===== config.mk =====
export PLATFORM = sky130hd
export DESIGN_NAME = fc_classifier
export DESIGN_NICKNAME = d
export VERILOG_FILES = /design/src/rtl/fc_pkg.sv /design/src/rtl/fc_weight_rom.sv /design/src/rtl/fc_classifier.sv
export SDC_FILE = /design/constraint.sdc
export NUM_CORES = 1
export LEC_CHECK = 0
export ABC_AREA = 1
export CAP_MARGIN = 20
export CORE_MARGIN = 3
export CORE_UTILIZATION = 33
export DETAILED_ROUTE_END_ITERATION = 16
export PLACE_DENSITY = 0.85
export REMOVE_ABC_BUFFERS = 1
export SLEW_MARGIN = 20
export SYNTH_ARGS = -nofsm -noshare
export SYNTH_HDL_FRONTEND = slang
export SYNTH_SLANG_ARGS = --single-unit

===== constraint.sdc =====
create_clock -name clk -period 3.07 [get_ports clk]
set_clock_uncertainty 0.2 [all_clocks]
set_input_delay 0.614 -clock clk [delete_from_list [all_inputs] [get_ports clk]]
set_output_delay 0.614 -clock clk [all_outputs]
set_load 0.02 [all_outputs]

===== src/rtl/fc_pkg.sv =====
// fc_pkg: shared constants, state encoding and arithmetic types for the
// fully connected classifier stage.
package fc_pkg;

    localparam int unsigned N_FEAT  = 64;
    localparam int unsigned LANES   = 4;
    localparam int unsigned BEATS   = N_FEAT / LANES;
    localparam int unsigned N_CLASS = 4;
    localparam int unsigned DW      = 8;
    localparam int unsigned ACCW    = 24;

    localparam int unsigned BEAT_W  = $clog2(BEATS);
    localparam int unsigned CLASS_W = $clog2(N_CLASS);
    localparam int unsigned WADDR_W = $clog2(N_CLASS * N_FEAT);

    localparam logic [BEAT_W-1:0] LAST_BEAT = BEAT_W'(BEATS - 1);

    typedef enum logic [1:0] {
        IDLE,
        ACCUM,
        BIAS,
        ARGMAX
    } state_t;

    typedef logic signed [DW-1:0]   feat_t;
    typedef logic signed [ACCW-1:0] acc_t;

    // Dot product of one beat's lanes with one class's weights. Each 16-bit
    // signed product is sign-extended before summing, so no lane can wrap.
    function automatic acc_t lane_dot(input logic [LANES-1:0][DW-1:0] x,
                                      input logic [LANES-1:0][DW-1:0] w);
        acc_t                     sum;
        logic signed [2*DW-1:0]   prod;
        sum = '0;
        for (int l = 0; l < LANES; l++) begin
            prod = feat_t'(x[l]) * feat_t'(w[l]);
            sum  = sum + acc_t'(prod);
        end
        return sum;
    endfunction

endpackage


===== src/rtl/fc_weight_rom.sv =====
// fc_weight_rom: class-major weight ROM (index c*N_FEAT+f) and per-class bias
// table. Read is combinational on the beat index, so the weights line up with
// the beat sampled on the same edge.
module fc_weight_rom
    import fc_pkg::*;
#(
    parameter string                        WEIGHT_FILE = "fc_weights.mem",
    parameter string                        BIAS_FILE   = "fc_bias.mem",
    parameter logic [N_CLASS*N_FEAT*DW-1:0] W_INIT      = '0,
    parameter logic [N_CLASS*ACCW-1:0]      B_INIT      = '0
) (
    input  logic [BEAT_W-1:0]                   beat,
    output logic [N_CLASS-1:0][LANES-1:0][DW-1:0] weights,
    output logic [N_CLASS-1:0][ACCW-1:0]          bias
);

    logic [DW-1:0]   w_mem [N_CLASS*N_FEAT];
    logic [ACCW-1:0] b_mem [N_CLASS];

    // Load the weight and bias images from the parameters.
    initial begin
        for (int i = 0; i < N_CLASS * N_FEAT; i++) begin
            w_mem[i] = W_INIT[i*DW +: DW];
        end
        for (int c = 0; c < N_CLASS; c++) begin
            b_mem[c] = B_INIT[c*ACCW +: ACCW];
        end
    end

    // Present the LANES weights of every class for the current beat.
    always_comb begin
        for (int c = 0; c < N_CLASS; c++) begin
            for (int l = 0; l < LANES; l++) begin
                weights[c][l] = w_mem[WADDR_W'(c * N_FEAT + int'(beat) * LANES + l)];
            end
            bias[c] = b_mem[CLASS_W'(c)];
        end
    end

endmodule


===== src/rtl/fc_classifier.sv =====
// fc_classifier: receives 16 beats of 4 signed features, accumulates them
// against the weight ROM for all classes in parallel, adds bias, and reports
// the argmax class with a one-cycle fc_done pulse.
module fc_classifier
    import fc_pkg::*;
#(
    parameter string                        WEIGHT_FILE = "fc_weights.mem",
    parameter string                        BIAS_FILE   = "fc_bias.mem",
    parameter logic [N_CLASS*N_FEAT*DW-1:0] W_INIT      = '0,
    parameter logic [N_CLASS*ACCW-1:0]      B_INIT      = '0
) (
    input  logic                     clk,
    input  logic                     rst,
    input  logic                     en,
    input  logic [LANES-1:0][DW-1:0] in,
    output logic [CLASS_W-1:0]       outfin,
    output logic                     fc_done
);

    state_t                               state;
    logic [BEAT_W-1:0]                    beat;
    acc_t                                 acc [N_CLASS];
    acc_t                                 dot [N_CLASS];
    logic [N_CLASS-1:0][LANES-1:0][DW-1:0] rom_w;
    logic [N_CLASS-1:0][ACCW-1:0]          rom_b;
    logic [CLASS_W-1:0]                   best_idx;
    acc_t                                 best_val;

    fc_weight_rom #(
        .WEIGHT_FILE (WEIGHT_FILE),
        .BIAS_FILE   (BIAS_FILE),
        .W_INIT      (W_INIT),
        .B_INIT      (B_INIT)
    ) u_rom (
        .beat    (beat),
        .weights (rom_w),
        .bias    (rom_b)
    );

    // One beat's contribution to each class: 4 classes x 4 lanes of MACs.
    always_comb begin
        for (int c = 0; c < N_CLASS; c++) begin
            dot[c] = lane_dot(in, rom_w[c]);
        end
    end

    // Strict greater-than scan from class 0, so ties go to the lowest index.
    always_comb begin
        best_idx = '0;
        best_val = acc[0];
        for (int c = 1; c < N_CLASS; c++) begin
            if (acc[c] > best_val) begin
                best_val = acc[c];
                best_idx = CLASS_W'(c);
            end
        end
    end

    // Frame sequencer: accumulate 16 beats, add bias, register the argmax.
    // Beat 0 overwrites the accumulators, so no clear cycle is needed and a
    // new frame may start on the edge where fc_done is high.
    always_ff @(posedge clk or negedge rst) begin
        if (!rst) begin
            state   <= IDLE;
            beat    <= '0;
            outfin  <= '0;
            fc_done <= 1'b0;
            for (int c = 0; c < N_CLASS; c++) begin
                acc[c] <= '0;
            end
        end else begin
            fc_done <= 1'b0;
            case (state)
                IDLE: begin
                    if (en) begin
                        for (int c = 0; c < N_CLASS; c++) begin
                            acc[c] <= dot[c];
                        end
                        beat  <= BEAT_W'(1);
                        state <= ACCUM;
                    end
                end
                ACCUM: begin
                    if (en) begin
                        for (int c = 0; c < N_CLASS; c++) begin
                            acc[c] <= acc[c] + dot[c];
                        end
                        if (beat == LAST_BEAT) begin
                            beat  <= '0;
                            state <= BIAS;
                        end else begin
                            beat <= beat + 1'b1;
                        end
                    end
                end
                // en is ignored here and in ARGMAX; such beats are dropped.
                BIAS: begin
                    for (int c = 0; c < N_CLASS; c++) begin
                        acc[c] <= acc[c] + acc_t'(rom_b[c]);
                    end
                    state <= ARGMAX;
                end
                ARGMAX: begin
                    outfin  <= best_idx;
                    fc_done <= 1'b1;
                    state   <= IDLE;
                end
                default: state <= IDLE;
            endcase
        end
    end

endmodule


==> results.md, run 1 <==
* Fin. Hold Viols at 0
* Initial DRC Count at 6
* Global Route Usage Sum at 0.0928
* Crit path cell chain: clkdlybuf4s50_1
* Initial antenna violation count at 0
* # Post-CTS Setup Buffers at 0
* Crit-path max FO at 1
* Vias/cell at 4.62
* Clk_lat worst skew at 260 ps
* Share of cells above drive strength 1 at 0.153
* Critical path buffers and inverters at 1
* Setup Viol. Count Final at 0
* Max Clock Freq at 502 MHz
* Placed cells at 69
* Fin crit period at 1990 ps
* Die Y at 43.2 µm
* Die width at 43.2 µm
* Crit path arrival time at 1180 ps
* CTS resizes at 0
* Count leader, synth: nand2_1
* Final Cycle Share at 0.649
* Mean routed wirelength per cell at 9.18 µm
* Worst setup endpoint: fc_done
* Core Region at 0.00120 mm²
* Synth top area cells: dfrtp_1, ha_1, nand2_1, nand3_1, inv_1
* Worst Reg2Reg Path Length in Cells at 6
* Number of synthesized flops with an enable pin at 0
* Io pins at 38
* Commonest cells post-synth: nand2_1, dfrtp_1, ha_1, nand3_1, inv_1
* Vias after detailed routing at 337
* CTS tree: yes
* Synthesized netlist cell count at 53
* Leak at 0.285 nW
* Antenna Nets Post-Route at 0
* Largest net degree at the start of global routing at 8
* Share of the synthesized area in the top cell type at 0.385
* Crit path max-delay family: buffers and inverters
* Clk buf depth at 2
* RSZ-0062 raised after global routing: no
* Synthesized flop and latch total at 7
* Final nets at 102
* Gr ovfl total at 0
* Synth cell types at 15
* Crit path depth at 1
* FF-to-FF End: beat[2]
* CTS sink cnt at 7
* WL final at 670 µm
* R2R setup slack at 1540 ps
* Post-synthesis sequential area ratio at 0.385
* Mapped Avg Cell Area at 8.59 µm²
* Most used flip-flop cell after synthesis: dfrtp_1
* Cell Count, Final, Fillers Out at 73
* Die area at 0.00186 mm²
* Setup crit end kind: primary output
* Vias in the first global route at 316
* Max Slew Vio Count at 0
* Hold-fix buffers, CTS at 0
* Diodes inserted at 0
* CTS root buf: clkbuf_4
* I/O Buffers at 3
* Area grow syn2layout at 14.0%
* Max H-tree Level at 1
* CP Class: register to primary output
* First-pass GRT wire length at 1280 µm
* CTS buffer count at 3
* Routability cong. at 0.781
* PwrDens at 880 mW/mm²
* Overall Power at 0.000457 W
* Slowest CP cell: clkdlybuf4s50_1
* Final core utilization at 0.432
* Hold Path Class: register to register
* Critical path launch point: fc_done
* Worst-path clk slew at 60 ps
* Initial Utilization at 0.379
* Status: finished clean
* Max-cap violations at 0
* HPWL Detailed at 518 µm
* FFs w/ async S/R, synth at 1.00
* DRT Pass-1 Iters at 4
* Leading area contributor after synthesis: dfrtp_1
* Worst r2r src: state[1]
* Setup TNS at 0 ps
* Startpoint Class: register
* Max incr delay on CP at 600 ps
* DRC viols at 0
* Post-Syn Area at 455 µm²
* Peak supply drop at 0.417 mV
* Required time worst endpoint at 2260 ps
* FP Rows at 12
* Synth warnings at 0
[tightest hold or removal path: stages, from the launching register on]
cell and delay (ps):
dfrtp_1 390, nand2_1 70, nand2_1 50
[layout by cell type, fill, tap and decap left out]
| cell type | n |
|---|---|
| clkbuf_4 | 3 |
| clkdlybuf4s50_1 | 3 |
| clkinv_2 | 1 |
| conb_1 | 2 |
| dfrtp_1 | 7 |
| ha_1 | 7 |
| inv_1 | 5 |
| nand2_1 | 16 |
| nand2_2 | 2 |
| nand3_1 | 6 |
| nand3_2 | 1 |
| nand4_1 | 1 |
| o21ai_1 | 1 |
| o21ai_2 | 1 |
| o21bai_1 | 1 |
| or2_2 | 1 |
| xor2_1 | 1 |
[kinds of logic after synthesis]
kind of cell	synth area share
fa+ha+maj	0.192
compound gates	0.0467
flops	0.385
other cells	0.00823
xor+xnor	0.0192
simple gates	0.275
buf+inv	0.0742
[metal layers]
| metal | GRT usage | wire length, µm | vias up |
|---|---|---|---|
| li1 | - | - | 175 |
| met1 | 0.112 | 322 | 153 |
| met2 | 0.136 | 296 | 7 |
| met3 | 0.0254 | 40 | 2 |
| met4 | 0.0723 | 10 | 0 |
| met5 | 0 | 0 | - |
[sequential cells by signal (all words and copies together) (netlist names)]
| signal | flops |
|---|---|
| state | 2 |
| fc_done | 1 |
| beat | 4 |
[metrics by stage]
stage / cell area, µm² / setup slack (ps) / hold WS [ps]
after detailed placement: 492 / 1220 / 329
after global routing: 519 / 1040 / 395
after CTS: 519 / 1070 / 344
after global placement: 492 / 1220 / 314
final: 519 / 1080 / 340
after floorplan: 444 / 1670 / 118
[cell type report]
cell class,count,area [µm²]
Fill cell,133,682
Multi-Input combinational cell,40,250
Sequential cell,7,175
Timing Repair Buffer,3,30.0
Clock buffer,3,22.5
Inverter,5,18.8
Tap cell,14,17.5
Clock inverter,1,5.00
[report_power, final]
group / internal, W / total [W] / switching (W)
registers: 0.000128 / 0.000168 / 0.0000395
clock network: 0.0000479 / 0.0000871 / 0.0000392
logic: 0.0000868 / 0.000202 / 0.000115
total: 0.000263 / 0.000457 / 0.000194
[worst min-delay path by stage]
stage,from,to,slack [ps],cells past startpoint
6_report,state[1],state[1],340,2
5_1_grt,state[1],state[1],400,2
4_1_cts,state[1],state[1],340,2
3_3_place_gp,state[1],state[1],310,2
2_1_floorplan,rst,beat[0],120,0
3_5_place_dp,state[1],state[1],330,2
(Power assumes the default switching activity.)
==> run 2: changes to the inputs <==
- CORE_UTILIZATION: 33 -> 31
- PLACE_DENSITY: 0.85 -> 0.81
- clock period: 3.07 -> 2.1 ns (I/O delays scaled with it)
==> results.md, run 2 (same netlist as run 1, synthesis figures left out) <==
* RSZ-0062 raised after global routing: no
* Slowest CP cell: clkdlybuf4s50_1
* Clk buf depth at 2 (unchanged)
* Crit path max-delay family: buffers and inverters
* Max incr delay on CP at 590 ps (about the same)
* Max H-tree Level at 1 (unchanged)
* Most common cell after layout, fill and taps aside: nand2_1
* Setup TNS at 0 ps (unchanged)
* Final nets at 102 (unchanged)
* Final Cycle Share at 0.845
* Gr ovfl total at 0 (unchanged)
* FF+latch area at 175 µm² (unchanged)
* Hold-fix buffers, CTS at 0 (unchanged)
* CTS tree: yes
* DRC viols at 0 (unchanged)
* Initial antenna violation count at 0 (unchanged)
* Final Cell Area at 520 µm² (+0.24%)
* Final setup margin at 324 ps (-754 ps)
* Pre-CTS setup slack at 423 ps (-799 ps)
* Fin crit period at 1780 ps
* DRT Pass-1 Iters at 4 (unchanged)
* Crit-path max FO at 1 (unchanged)
* Die area at 0.00197 mm² (+5.5%)
* Crit path arrival time at 1160 ps (-20 ps)
* Max Clock Freq at 563 MHz
* Most frequent cells in the layout: nand2_1, ha_1, dfrtp_1, nand3_1, inv_1
* Setup crit end kind: primary output
* FP Rows at 13 (+1)
* Startpoint Class: register
* Leak at 0.285 nW (unchanged)
* CTS root buf: clkbuf_4
* First-pass GRT wire length at 1390 µm (+8.6%)
* Share of cells above drive strength 1 at 0.153 (unchanged)
* Largest net degree at the start of global routing at 8 (unchanged)
* Overall Power at 0.000678 W (+48%)
* Max-cap violations at 0 (unchanged)
* Area of the multi-input gates at 250 µm² (unchanged)
* Worst r2r src: state[1]
* CTS buffer count at 3 (unchanged)
* Initial DRC Count at 3 (-3)
* Core Region at 0.00133 mm² (+11%)
* FF-to-FF End: beat[2]
* Vias after detailed routing at 336 (-0.30%)
* Die Y at 44.3 µm (+2.7%)
* Area grow syn2layout at 14.3%
* Diodes inserted at 0 (unchanged)
* Initial Utilization at 0.341 (-0.0377)
* R2R setup slack at 530 ps (-1010 ps)
* Max Slew Vio Count at 0 (unchanged)
* Largest registers: beat: 4 flops, state: 2 flops, fc_done: 1 flops
* Io pins at 38 (unchanged)
* Vias in the first global route at 346 (+9.5%)
* Clk_lat worst skew at 250 ps (about the same)
* Crit path cell chain: clkdlybuf4s50_1
* Critical path buffers and inverters at 1 (unchanged)
* Global Route Usage Sum at 0.0987 (+0.00588)
* Flip-flop count of the largest register after layout at 4 (unchanged)
* Routability cong. at 0.812 (+3.9%)
* Most flops, register: beat
* CTS sink cnt at 7 (unchanged)
* Die width at 44.3 µm (+2.7%)
* Antenna Nets Post-Route at 0 (unchanged)
* Setup Viol. Count Final at 0 (unchanged)
* Fill count at 138 (+3.8%)
* Placed Area at 493 µm² (+0.25%)
* WL final at 776 µm (+16%)
* CP Class: register to primary output
* Fin. Hold Viols at 0 (unchanged)
* Vias/cell at 4.54 (-1.6%)
* Worst Reg2Reg Path Length in Cells at 6 (unchanged)
* # Post-CTS Setup Buffers at 0 (unchanged)
* Status: finished clean
* Worst-path clk slew at 60 ps (about the same)
* HPWL Detailed at 631 µm (+22%)
* CTS resizes at 0 (unchanged)
* PwrDens at 1300 mW/mm² (+48%)
* Mean routed wirelength per cell at 10.5 µm (+14%)
* Required time worst endpoint at 1480 ps (-780 ps)
* Final core utilization at 0.390 (-0.0420)
* Peak supply drop at 0.341 mV (-18%)
* I/O Buffers at 3 (unchanged)
* Hold Path Class: input port to asynchronous set/reset pin
run 2: cell counts in the layout (fill, tap and decap cells not counted):
No cell type changed its count.
run 2: per-layer routing:
metal  global-route usage  routed length [µm]  vias to the layer above
met5                    0                   0                        -
met4               0.0723                   4                        0
met3               0.0244                  24                        2
met2                0.166                 416                        3
met1                0.106                 332                      153
li1                     -                   -                      178
run 2: how the worst max path moves through the flow:
| stage | startpoint | to | slack, ps | depth (start not counted) |
|---|---|---|---|---|
| 2_1_floorplan | state[1] | beat[2] | 700 | 6 |
| 3_3_place_gp | en | state[0] | 450 | 5 |
| 3_5_place_dp | en | state[1] | 420 | 5 |
| 4_1_cts | fc_done | fc_done | 300 | 1 |
| 5_1_grt | fc_done | fc_done | 280 | 1 |
| 6_report | fc_done | fc_done | 320 | 1 |
run 2: cell type report:
class | instances | share of cell area
inverters | 5 | 0.0361
repair buffers | 3 | 0.0577
flip-flops and latches | 7 | 0.337
well taps | 15 | 0.0361
clock inverters | 1 | 0.00962
multi-input cells | 40 | 0.481
clock buffers | 3 | 0.0433
run 2: power breakdown:
group / total (W) / internal, W / switching [W]
logic: 0.000305 / 0.000128 / 0.000177
registers: 0.000249 / 0.000187 / 0.0000617
clock network: 0.000124 / 0.0000698 / 0.0000542
run 2: metrics by stage:
| step | std cells | hold WS [ps] |
|---|---|---|
| after floorplan | 52 | -75.6 |
| after global placement | 70 | 325 |
| after detailed placement | 70 | 342 |
| final | 74 | 217 |
| after global routing | 74 | 231 |
| after CTS | 74 | 220 |
==> patch 1, RTL diff (config.mk and constraints of run 2) <==
Re-encode `state_t` (4 states) as one-hot, 4 bits wide.
--- a/src/rtl/fc_pkg.sv
+++ b/src/rtl/fc_pkg.sv
@@ -15,11 +15,11 @@
 
     localparam logic [BEAT_W-1:0] LAST_BEAT = BEAT_W'(BEATS - 1);
 
-    typedef enum logic [1:0] {
-        IDLE,
-        ACCUM,
-        BIAS,
-        ARGMAX
+    typedef enum logic [3:0] {
+        IDLE   = 4'b0001,
+        ACCUM  = 4'b0010,
+        BIAS   = 4'b0100,
+        ARGMAX = 4'b1000
     } state_t;
 
     typedef logic signed [DW-1:0]   feat_t;
Formal check against the unedited RTL: no difference found for any inputs over 4 cycles, from zero or initial values and one cycle with rst low; so few cycles prove little.
==> patch 1 against run 2 <==
Combinational power shrank 28%; highest routed layer unchanged; setup slack lost 16 ps; power is 8.5% lower; sequential cell count rose by 2; area after synthesis grew 4.4%; design area up 3.6%; clock power is 7% higher; wire length up 5.0%; via count is 14% higher.
==> patch 1: results (changes against run 2) <==
| Metric | Value |
|---|---|
| Outcome | completed |
| Final non-clock buffer share | 5.57% (-0.20 points) |
| Invs w/o clock | 8 (+3) |
| Layout cells sized above 1 | 13.8% (-1.4 points) |
| DP HPWL | 623 µm (-1.3%) |
| Number of global-route vias before repair | 365 (+5.5%) |
| Via density | 4.78 (+5.2%) |
| Post-synthesis xor/xnor area fraction | 1.84% (-0.081 points) |
| DR vias | 382 (+14%) |
| Int Power | 375 µW (-2.5%) |
| Clock-cell share | 4.87% (-0.42 points) |
| All-layer global routing usage | 10.4% (+0.54 points) |
| WL met3 | 45 µm (+88%) |
| Multi-In Gates | 41 (+2.5%) |
| Met1 wire length | 374 µm (+13%) |
| VDD IR max | 0.498 mV (+46%) |
| Footprint of the multi-input gates | 206 µm² (-18%) |
| Leakage | 0.000287 µW (+0.68%) |
| RR Startpoint | state[3] |
| GP Congestion | 0.831 (+2.3%) |
| Unique masters post-synth | 18 (+3) |
| Drt initial violations | 0 (-3) |
| Met2 wire len | 374 µm (-10%) |
| Area taken by flip-flops and latches | 226 µm² (+29%) |
| Latest clock arrival within the worst-skew pair | 260 ps |
| Mapped Avg Cell Area | 8.06 µm² (-6.2%) |
| Pre-CTS setup slack | 413 ps (-10.7 ps) |
| Filler instances | 142 (+2.9%) |
| First-pass GRT wire length | 1.43 mm (+3.0%) |
| Final WL | 815 µm (+5.0%) |
| 1st-pass router iterations | 1 (-3) |
| Sequential fraction of the synthesis area | 47.6% (+9.2 points) |
| Top flop regs | beat x4, state x4, fc_done x1 |
| Flop and latch count out of synthesis | 9 (+2) |
| Maximum number of pins on one net before global-route repair | 10 (+2) |
| Post-synth top cells | 17 x nand2_1, 8 x dfrtp_1, 7 x inv_1 |
| Layout clock buffers | 4 (+1) |
| Post-synthesis compound-gate area fraction | 4.74% (+0.067 points) |
| R2R setup slack | 700 ps (+170 ps) |
| Placed insts | 76 (+8.6%) |
| Largest cells by area after synthesis | dfrtp_1 42%, nand2_1 13%, dfstp_2 5.5%, inv_1 5.5%, nand3_1 5.3% |
| GR met2 Demand/Resource | 16.1% (-0.47 points) |
| M3 GR Usage | 5.98% (+3.5 points) |
-- patch 1: power groups by stage --
stage                     logic (µW)  registers (µW)  clock network (µW)
final                            221             266                 133
after global routing             254             271                 149
after detailed placement         219             270                   0
after CTS                        219             267                 141
after floorplan                  174             263                   0
after global placement           212             268                   0
-- patch 1: metrics by stage --
step           total power [µW]  instance area [µm²]  utilization, %  hold WS, ps
3_3_place_gp                480                  513            37.5          282
4_1_cts                     627                  539            39.5          258
2_1_floorplan               437                  464               -        -75.6
5_1_grt                     674                  539            39.5          285
6_report                    620                  539            39.5          253
3_5_place_dp                489                  513            37.5          292
-- patch 1: worst max path at each step --
stage | from | to | slack (ps)
after floorplan | state[0] | beat[3] | 810
after global placement | en | state[2] | 420
after detailed placement | en | state[2] | 410
after CTS | fc_done | fc_done | 290
after global routing | fc_done | fc_done | 270
final | fc_done | fc_done | 310
==> patch 2, RTL diff (settings of run 2) <==
Made on the original files. Change the package constant `ACCW` from 24 to 12.
--- a/src/rtl/fc_pkg.sv
+++ b/src/rtl/fc_pkg.sv
@@ -7,7 +7,7 @@
     localparam int unsigned BEATS   = N_FEAT / LANES;
     localparam int unsigned N_CLASS = 4;
     localparam int unsigned DW      = 8;
-    localparam int unsigned ACCW    = 24;
+    localparam int unsigned ACCW    = 12;
 
     localparam int unsigned BEAT_W  = $clog2(BEATS);
     localparam int unsigned CLASS_W = $clog2(N_CLASS);
Function: no difference found for any inputs over 4 cycles, from zero or initial values and one cycle with rst low; that may be too few to reach the edited logic, so the function may still have changed.
==> patch 2 against run 2 <==
Fmax down 0.64%; wire length down 7.0%; power up 2.9%; largest power group unchanged; worst hold slack worse by 11 ps; critical endpoint unchanged; final cell count unchanged; area after synthesis up 2.5%; critical path type unchanged; sequential share of layout area down 0.64 points; sequential cell count unchanged; setup slack worse by 12 ps; design area up 1.9%.
==> patch 2: results (changes against run 2) <==
| Metric | Value |
|---|---|
| Clock-cell share | 4.95% (-0.34 points) |
| First-pass GRT wire length | 1.23 mm (-11%) |
| 1st-pass router iterations | 4 (unchanged) |
| Leakage | 0.000283 µW (-0.63%) |
| DP HPWL | 538 µm (-15%) |
| Layout clock buffers | 4 (+1) |
| Clock share of power | 18.1% (-0.2 points) |
| GP Congestion | 0.835 (+2.8%) |
| Initial antenna violation count | 0 (unchanged) |
| Switching part of the total | 42.7% (-0.51 points) |
| RR Startpoint | state[0] |
| Post-CTS Resized | 0 (unchanged) |
| Synth Area in Adders | 18.8% (-0.46 points) |
| Cts hold-fix bufs | 0 (unchanged) |
| CTS buffer count | 3 (unchanged) |
| Drt initial violations | 11 (+8) |
| Plain + repair buffers | 3 (unchanged) |
| Pre-CTS setup slack | 492 ps (+68.8 ps) |
| Number of global-route vias before repair | 300 (-13%) |
| Largest cells by area after synthesis | dfrtp_1 38%, ha_1 19%, nand2_1 13%, nand3_1 6.4%, inv_1 4.0% |
| Multi-input combinational area share | 49.3% (+1.2 points) |
| Via density | 4.68 (+3.0%) |
| Post-synthesis compound-gate area fraction | 6.97% (+2.3 points) |
| Final #Nets | 102 (unchanged) |
| Wire per inst | 9.76 µm (-7.0%) |
| Sequential fraction of the synthesis area | 37.5% (-0.93 points) |
| Comb power | 324 µW (+6%) |
| Post-synthesis xor/xnor area fraction | 1.88% (-0.046 points) |
| Latest clock arrival within the worst-skew pair | about 260 ps |
| All-layer global routing usage | 9.06% (-0.81 points) |
| VDD IR max | 0.461 mV (+35%) |
| Sequential cell area share | 33.0% (-0.64 points) |
| Unique masters post-synth | 15 (unchanged) |
| Final non-clock buffer share | 5.66% (-0.11 points) |
| Final hold slack | 205 ps (-11.3 ps) |
| Outcome | completed |
==> patch 2: changes by cell type in the layout (fill, tap and decap cells not counted), sizes merged <==
cell | before | now
clkbuf | 3 | 4
clkinv | 1 | 0
==> patch 2: routing by layer <==
layer	share of wire [%]	track usage, %
met1	44	9.56
met2	45	13.5
met3	8.0	5.98
met4	2.6	5.26
met5	0	0
==> patch 2: metrics by stage <==
| stage | std cells | instance area (µm²) | power [µW] | utilization (%) |
|---|---|---|---|---|
| final | 74 | 531 | 697 | 39.3 |
| after floorplan | 52 | 455 | 496 | - |
| after global placement | 70 | 504 | 559 | 37.3 |
| after global routing | 74 | 531 | 766 | 39.3 |
| after detailed placement | 70 | 504 | 576 | 37.3 |
| after CTS | 74 | 531 | 705 | 39.3 |
==> patch 2: worst max-delay path by stage <==
stage	endpoint	slack [ps]	cells after the start
after floorplan	beat[2]	680	6
after global placement	state[0]	500	5
after detailed placement	state[0]	490	5
after CTS	fc_done	300	1
after global routing	fc_done	290	1
final	fc_done	310	1
